[config.mk]
export PLATFORM = sky130hd
export DESIGN_NAME = dsp_lane_unpack_flat
export DESIGN_NICKNAME = d
export VERILOG_FILES = /design/src/rtl/dsp_lane_unpack_if.sv /design/src/rtl/dsp_lane_unpack.sv /design/src/flat_wrapper.sv
export SDC_FILE = /design/constraint.sdc
export NUM_CORES = 1
export LEC_CHECK = 0
export ABC_CLOCK_PERIOD_IN_PS = 1750
export CORE_MARGIN = 2
export CORE_UTILIZATION = 30
export CTS_BUF_LIST = sky130_fd_sc_hd__clkbuf_2
export CTS_CLUSTER_SIZE = 14
export DETAILED_ROUTE_END_ITERATION = 16
export PLACE_DENSITY = 0.51
export SYNTH_ARGS = -nofsm -noshare
export SYNTH_HDL_FRONTEND = slang
export SYNTH_SLANG_ARGS = --single-unit
[constraint.sdc]
create_clock -name clock -period 1.75 [get_ports clock]
set_input_delay 0.35 -clock clock [delete_from_list [all_inputs] [get_ports clock]]
set_output_delay 0.35 -clock clock [all_outputs]
set_load 0.005 [all_outputs]
[src/rtl/dsp_lane_unpack_if.sv]
// Handshake bundle for dsp_lane_unpack: 48-bit P word in, one SIMD lane per beat out.
interface dsp_lane_unpack_if #(
   parameter int out_width = 16
);
   logic                 in_valid;
   logic                 in_ready;
   logic [47:0]          in_data;
   logic                 out_valid;
   logic                 out_ready;
   logic [out_width-1:0] out_data;
   logic [1:0]           out_lane;
   logic                 out_last;

   modport master (
      output in_valid, in_data, out_ready,
      input  in_ready, out_valid, out_data, out_lane, out_last
   );

   modport slave (
      input  in_valid, in_data, out_ready,
      output in_ready, out_valid, out_data, out_lane, out_last
   );
endinterface

[src/rtl/dsp_lane_unpack.sv]
// Splits a captured 48-bit DSP48E2 P word into lanes streamed one per beat.
// Define DSP_LANE_UNPACK_SIGN_EXT_EN to sign-extend lanes instead of zero-extending.
//
// state | meaning
// IDLE  | no word held, ready to capture
// SEND  | presenting lane `counter` of the held word
module dsp_lane_unpack #(
   parameter int lanes     = 4,
   parameter int out_width = 16
) (
   input  logic              clock,
   input  logic              reset,
   dsp_lane_unpack_if.slave  bus
);
   localparam int lane_width = 48 / lanes;

   if (!(lanes == 1 || lanes == 2 || lanes == 4)) begin : g_bad_lanes
      $error("dsp_lane_unpack: lanes must be 1, 2 or 4");
   end
   if (out_width < lane_width || out_width > 48) begin : g_bad_width
      $error("dsp_lane_unpack: out_width must lie in [48/lanes, 48]");
   end

   typedef enum logic {IDLE, SEND} state_t;

   state_t                state;
   logic [1:0]            counter;
   logic [47:0]           hold;
   logic [lane_width-1:0] lane_bits;
   logic [out_width-1:0]  lane_ext;
   logic                  last;
   logic                  sending;

   always_comb begin
      lane_bits = hold[int'(counter) * lane_width +: lane_width];
      last      = (counter == 2'(lanes - 1));
`ifdef DSP_LANE_UNPACK_SIGN_EXT_EN
      lane_ext  = out_width'($signed(lane_bits));
`else
      lane_ext  = out_width'(lane_bits);
`endif
   end

   // Outputs are forced quiet while reset is held, not just after the reset edge.
   assign sending       = reset && (state == SEND);
   assign bus.out_valid = sending;
   assign bus.out_data  = sending ? lane_ext : '0;
   assign bus.out_lane  = sending ? counter : 2'd0;
   assign bus.out_last  = sending && last;
   assign bus.in_ready  = reset && ((state == IDLE) || (sending && bus.out_ready && last));

   always_ff @(posedge clock) begin
      if (!reset) begin
         state   <= IDLE;
         counter <= 2'd0;
         hold    <= 48'd0;
      end else begin
         case (state)
            IDLE: begin
               if (bus.in_valid) begin
                  hold    <= bus.in_data;
                  counter <= 2'd0;
                  state   <= SEND;
               end
            end
            SEND: begin
               if (bus.out_ready) begin
                  if (!last) begin
                     counter <= counter + 2'd1;
                  end else if (bus.in_valid) begin
                     // Refill on the last beat keeps back-to-back words bubble-free.
                     hold    <= bus.in_data;
                     counter <= 2'd0;
                  end else begin
                     state   <= IDLE;
                  end
               end
            end
            default: state <= IDLE;
         endcase
      end
   end
endmodule

[src/flat_wrapper.sv]
// flat-port wrapper written by rule: the top's interface ports become plain ports
module dsp_lane_unpack_flat 
#(
   parameter int lanes     = 4,
   parameter int out_width = 16
)
  (clock, reset, bus_in_valid, bus_in_data, bus_out_ready, bus_in_ready, bus_out_valid, bus_out_data, bus_out_lane, bus_out_last);
  dsp_lane_unpack_if #(.out_width(out_width)) bus_i ();
  input  logic clock;
  input  logic reset;
  input wire logic [$bits(bus_i.in_valid)-1:0] bus_in_valid;
  input wire logic [$bits(bus_i.in_data)-1:0] bus_in_data;
  input wire logic [$bits(bus_i.out_ready)-1:0] bus_out_ready;
  output wire logic [$bits(bus_i.in_ready)-1:0] bus_in_ready;
  output wire logic [$bits(bus_i.out_valid)-1:0] bus_out_valid;
  output wire logic [$bits(bus_i.out_data)-1:0] bus_out_data;
  output wire logic [$bits(bus_i.out_lane)-1:0] bus_out_lane;
  output wire logic [$bits(bus_i.out_last)-1:0] bus_out_last;
  assign bus_i.in_valid = bus_in_valid;
  assign bus_i.in_data = bus_in_data;
  assign bus_i.out_ready = bus_out_ready;
  assign bus_in_ready = bus_i.in_ready;
  assign bus_out_valid = bus_i.out_valid;
  assign bus_out_data = bus_i.out_data;
  assign bus_out_lane = bus_i.out_lane;
  assign bus_out_last = bus_i.out_last;
  dsp_lane_unpack #(.lanes(lanes), .out_width(out_width)) u_core (.clock(clock), .reset(reset), .bus(bus_i));
endmodule
Yosys cells after proc, flatten, opt, wreduce, memory -nomap -nowiden:

Index checks and enable logic that the tools add are counted.

* flip-flop bits (word level): 51
* logic and storage cells: 31

* add/sub/neg operators: 1
* $mul: 1
* equal/unequal tests: 3
* shift-type cells: 1
* muxes and demuxes: 14
* bitwise operators: 1
* reductions and logical operators: 7

Operator list (number)
* $mux 48: 3
* $pmux 48 s2: 1
* $shiftx 48x32->12: 1
* $mux 12: 1
* $mux 2: 4
* $logic_and 1x1->1: 5
* $mul 2x2->4 const B: 1
* $ne 2x2->1 const B: 2
* $pmux 2 s2: 1
* $mux 1: 3
* $add 2x1->2 const B: 1
* $eq 2x2->1 const B: 1
* $pmux 1 s2: 1
* $reduce_and 2->1: 1
* $logic_or 1x1->1: 1
* $not 1->1: 1

Longest topological paths before layout:

* depth in word-level cells: 5
* mapped depth: 7
* depth with buffers taken out: 4

Worst setup path after synthesis:

No wires, ideal clock.

* kind: register to output
* start: reg u_core.counter[0]
* end: out bus_out_data[5]
* arrival: 1.323 ns
* required time: 1.400 ns
* setup slack: 0.077 ns
* cell stages (with the launch flop): 5
* path through: dfxtp_1 -> buf_6 -> buf_8 -> mux4_1 -> and2_1

* word-level cells in the longest chain between the ends: 3

Ends and longest elaborated chain
* from (decl): line dsp_lane_unpack.sv:27 `logic [1:0] counter;`
* from (signal assigned): line dsp_lane_unpack.sv:69 `counter <= counter + 2'd1;`
* $mul 2x2->4: line dsp_lane_unpack.sv:35 `lane_bits = hold[int'(counter) * lane_width +: lane_width];`
* $shiftx 48x32->12: line dsp_lane_unpack.sv:35
* $mux 12: line dsp_lane_unpack.sv:47 `assign bus.out_data = sending ? lane_ext : '0;`
* to (decl): line flat_wrapper.sv:16 `output wire logic [$bits(bus_i.out_data)-1:0] bus_out_data;`

No other way between the ends.

Worst setup path in the final report:

* start: reg u_core.counter[0]
* end: out bus_out_data[1]

Same word-level chain as after synthesis.

==> summary by stage <==
Global routing
The largest net degree at the start of global routing is about 70. The number of global-route vias before repair was roughly 2,300. For this run, the total global-route usage over all layers was measured as roughly 14%.

After global routing the overflow that remains totals 0. The initial antenna violation count is 1. The first global-routing pass estimated about 11,000 um of wire.

CTS
The clock sink count is between 50 and 60. The source-to-sink clock delay at the later pin of the worst-skew pair is 430 ps. The buffer depth of the longest clock path is 2. The count of hold buffers inserted by post-cts repair is 0. The total number of H-tree levels is 2. In this run the clock root is driven by a clkbuf_2. The clock tree from TritonCTS is yes. The number of buffers created by CTS is 5.

Clock-pin slew was measured on the worst setup and hold paths at 220 ps.

Logic synthesis
The synthesized netlist devotes ~1.2% of its cell area to compound gates. The area share of the leading cell type in the synthesized netlist is between 30% and 40%. Synthesis produced ~270 cells. After Yosys synthesis, XOR and XNOR cells account for 0% of the synthesized area. During synthesis, Yosys emitted a total of 0 warnings.

The average footprint of a synthesized cell is a little under 10 sq um. Summing the areas of all and, or, nand and nor instances in the mapped netlist gives between 20% and 30% of the synthesized area. The share of synthesized cell area in full adder, half adder and majority cells is 0.9597%. By area the synthesized netlist is led by dfxtp_1 (39%), mux2i_1 (19%), nand2_1 (14%), mux4_1 (6.0%), mux4_2 (5.2%). Synthesis inferred 51 register bits. The largest area contributor in the synthesized netlist is dfxtp_1. The combinational family with the most area after synthesis is multiplexers.

In this run the cell area of the synthesized design comes to between 2000 and 3000 sq um. Counting flops with a built-in enable in the synthesized netlist gives 0. For this run, asynchronously set or reset flops after synthesis account for 0%. Sequential cells were found to cover about two fifths of the synthesized design area. In the synthesized netlist the dominant register cell turns out to be dfxtp_1. The portion of synthesized area spent on multiplexers is a little under a third. The count of different cell masters after synthesis is 26.

Pwr
Across the VDD grid, the largest voltage drop is 0.2590 mV. The power density over the cells is around 630 nW/um^2. The switching share of power is around a quarter. Sequential cells burn 51.6% of the power. The internal power of the cells totals 1.858 mW. The combinational fraction of design power is 24.0%.

The switching power total is roughly 600 uW. For this design the static power due to leakage is 1.661 nW. After layout, the design draws a total of between 2 and 2.5 mW. The clock network accounts for 24.4% of the total power.

Worst hold path
The worst hold path belongs to the class primary input to register. In this run the most critical hold path is launched from reset. The worst hold path was traced through 3 stages. The path with the worst hold slack has its endpoint at u_core.counter[0].

STA
The count of endpoints failing hold in the final timing report is 0. The maximum clock rate is ~0.47 GHz. The setup TNS after final layout is -12,630 ps. Hold is met by 217.3 ps. The minimum clock period is roughly 2200 ps. The headroom to the max-slew limit is 58.73%.

The final critical path takes up 122.9% of the cycle. Setup repair after global routing could not meet its margin everywhere. The number of pins with negative max-slew slack in the final report is 0. The setup clock skew after layout is 17.22 ps. The smallest setup slack after layout is -400.3 ps. The number of setup violations in the final report is 63.

At the pin with the least slew margin, the transition time is just over 600 ps.

Die
The die covers ~9500 sq um. From left edge to right edge, the die measures about 97 um. The starting utilization of the core area is a little under a third. The core region area is between 8000 and 9000 sq um. The number of placement rows is 34. The top-level I/O count is between 70 and 80. The die height is roughly 97 um.

Worst setup path
The launching element type of the critical path is a register. The slowest cell on the critical path is mux4_2. The cell family contributing the most delay on the critical path is multiplexers. The internal reg-to-reg setup slack is -210 ps.

Of all nets on the critical path, the largest fanout is 3. Counting stages on the worst path, the most repeated cell is buf_12. Measured in cells, the most critical reg-to-reg path has a length of 12. Data arrives at the worst endpoint at 1800 ps. In this run the critical register-to-register path is launched from u_core.counter[0]. The worst register-to-register path ends at u_core.hold[1]. The type of the worst setup path is register to output port.

The largest single stage delay on the critical path is slightly below 500 ps. The kind of capture point of the worst setup path is an output port. The critical path contains buffers and inverters numbering 3 combined. Data on the critical path is required at its endpoint by around 1400 ps. Traced cell by cell, the critical path runs through buf_12 -> buf_12 -> mux4_2 -> and2_4 -> buf_6.

Placement
Input and output buffers added on the ports amount to around 70. Summed over all nets, the half-perimeter wirelength after detailed placement is a little over 4000 um. Routability-driven placement finished with a final weighted congestion of between 0.7 and 0.8.

Counting tap cells, the placed design contains a total of 440 instances. At the placement stage, the worst setup path has a slack of -290.7 ps. The post-place instance area is ~3400 sq um.

Drt
Wires add up to around 6500 um. The iteration-0 DRC count of the detailed router is 76. The via count is 2,102. The routed wirelength normalized by instance count is about 14 um. The first detailed-routing pass took 6 iterations. After detailed routing, the number of remaining DRC violations is 0.

After detailed routing, the number of vias per cell comes to roughly 4.4. The count of nets left with antenna violations once routing finished came out at 0.

Final layout
From synthesis to final layout, the design area changed by 51.34%. The post-route cell area is ~3900 sq um. The core utilization of the finished layout is a little under half. In the final layout, the share of cells above drive strength 1 is 27.60%. The final layout contains 420 nets. After filler insertion, the fill cell instance count of the layout stands at approximately 800. The number of cells in the finished layout apart from fillers is 475.

Status
The checks that failed: setup timing. The flow ran to the end, but the final reports show violations.

Run
The count of max-cap constraint violations is 0.
==> flip-flops by register name (all words and copies together), names as in the netlist <==
name            count
u_core.counter      2
u_core.hold        48
u_core.state        1
==> power groups by stage <==
| stage | sequential [mW] | combinational [mW] | clock (mW) |
|---|---|---|---|
| 2_1_floorplan | 1.28 | 0.269 | 0 |
| 3_3_place_gp | 1.30 | 0.436 | 0 |
| 3_5_place_dp | 1.30 | 0.439 | 0 |
| 4_1_cts | 1.28 | 0.595 | 0.628 |
| 5_1_grt | 1.29 | 0.645 | 0.681 |
| 6_report | 1.28 | 0.594 | 0.604 |
==> cells in the mapped netlist, drive strengths merged, types with 2 or more instances <==
| master | instances |
|---|---|
| and2 | 12 |
| and3 | 3 |
| buf | 16 |
| clkbuf | 11 |
| dfxtp | 51 |
| ha | 2 |
| mux2i | 49 |
| mux4 | 12 |
| nand2 | 99 |
| nor2 | 2 |
| nor2b | 4 |
==> cell families after synthesis <==
family,Yosys count
muxes,61
adders and majority gates,2
DFF,51
AOI/OAI and AO/OA,4
other,1
and+or+nand+nor,124
buffers and inverters,28
==> timing repair <==
action	4_1_cts	5_1_grt
gates cloned	7	0
pin swaps	14	3
gates resized for setup	109	15
endpoints found under the setup margin	65	66
setup buffers	19	2
==> per-layer routing <==
layer,up-vias,track usage (%),wire length [um]
met5,-,0,0
met2,55,25.32,3198
met3,8,3.597,280
met4,0,4.915,119
li1,1082,-,-
met1,957,17.27,2866
==> worst reg2reg max path, delay by kind of cell (launching register included) <==
kind	cells	cell delay (ps)
mux	1	190
buf+inv	8	990
compound gates	1	60
simple gates	1	120
fa+ha+maj	1	150
flops	1	430
==> cell type report <==
class | instances | area [sq um] | share of cell area [%]
Antenna cell | 1 | 2.502 | 0.06341
Tap cell | 108 | 135.1 | 3.424
Clock inverter | 1 | 30.03 | 0.7609
Multi-Input combinational cell | 195 | 1424 | 36.08
Timing Repair Buffer | 112 | 1291 | 32.72
Inverter | 1 | 3.754 | 0.09512
Sequential cell | 51 | 1030 | 26.09
Clock buffer | 6 | 30.03 | 0.7609
==> how the worst max path moves through the flow <==
stage | startpoint | to | slack [ps] | cells past startpoint
finish | u_core.counter[0] | bus_out_data[1] | -400 | 5
global route | u_core.counter[0] | bus_out_data[0] | -510 | 5
CTS | u_core.counter[0] | bus_out_data[6] | -440 | 5
detailed placement | u_core.counter[0] | bus_out_data[5] | -290 | 4
global placement | u_core.counter[0] | bus_out_data[0] | -270 | 4
floorplan | u_core.counter[0] | bus_out_data[5] | 80 | 4
==> placed cells by master (no fill, tap or decap), types with 2 or more instances in the layout <==
cell / instances
clkdlybuf4s50_1: 50
buf_6: 22
mux4_2: 12
mux2i_1: 49
nor2b_1: 3
and3_4: 3
nor2_1: 2
and2_4: 10
dfxtp_1: 48
buf_16: 6
dfxtp_4: 2
nand2_1: 98
buf_2: 4
clkbuf_2: 7
buf_12: 10
buf_4: 17
and2_1: 2
conb_1: 4
Power figures use the tool's default switching activity.
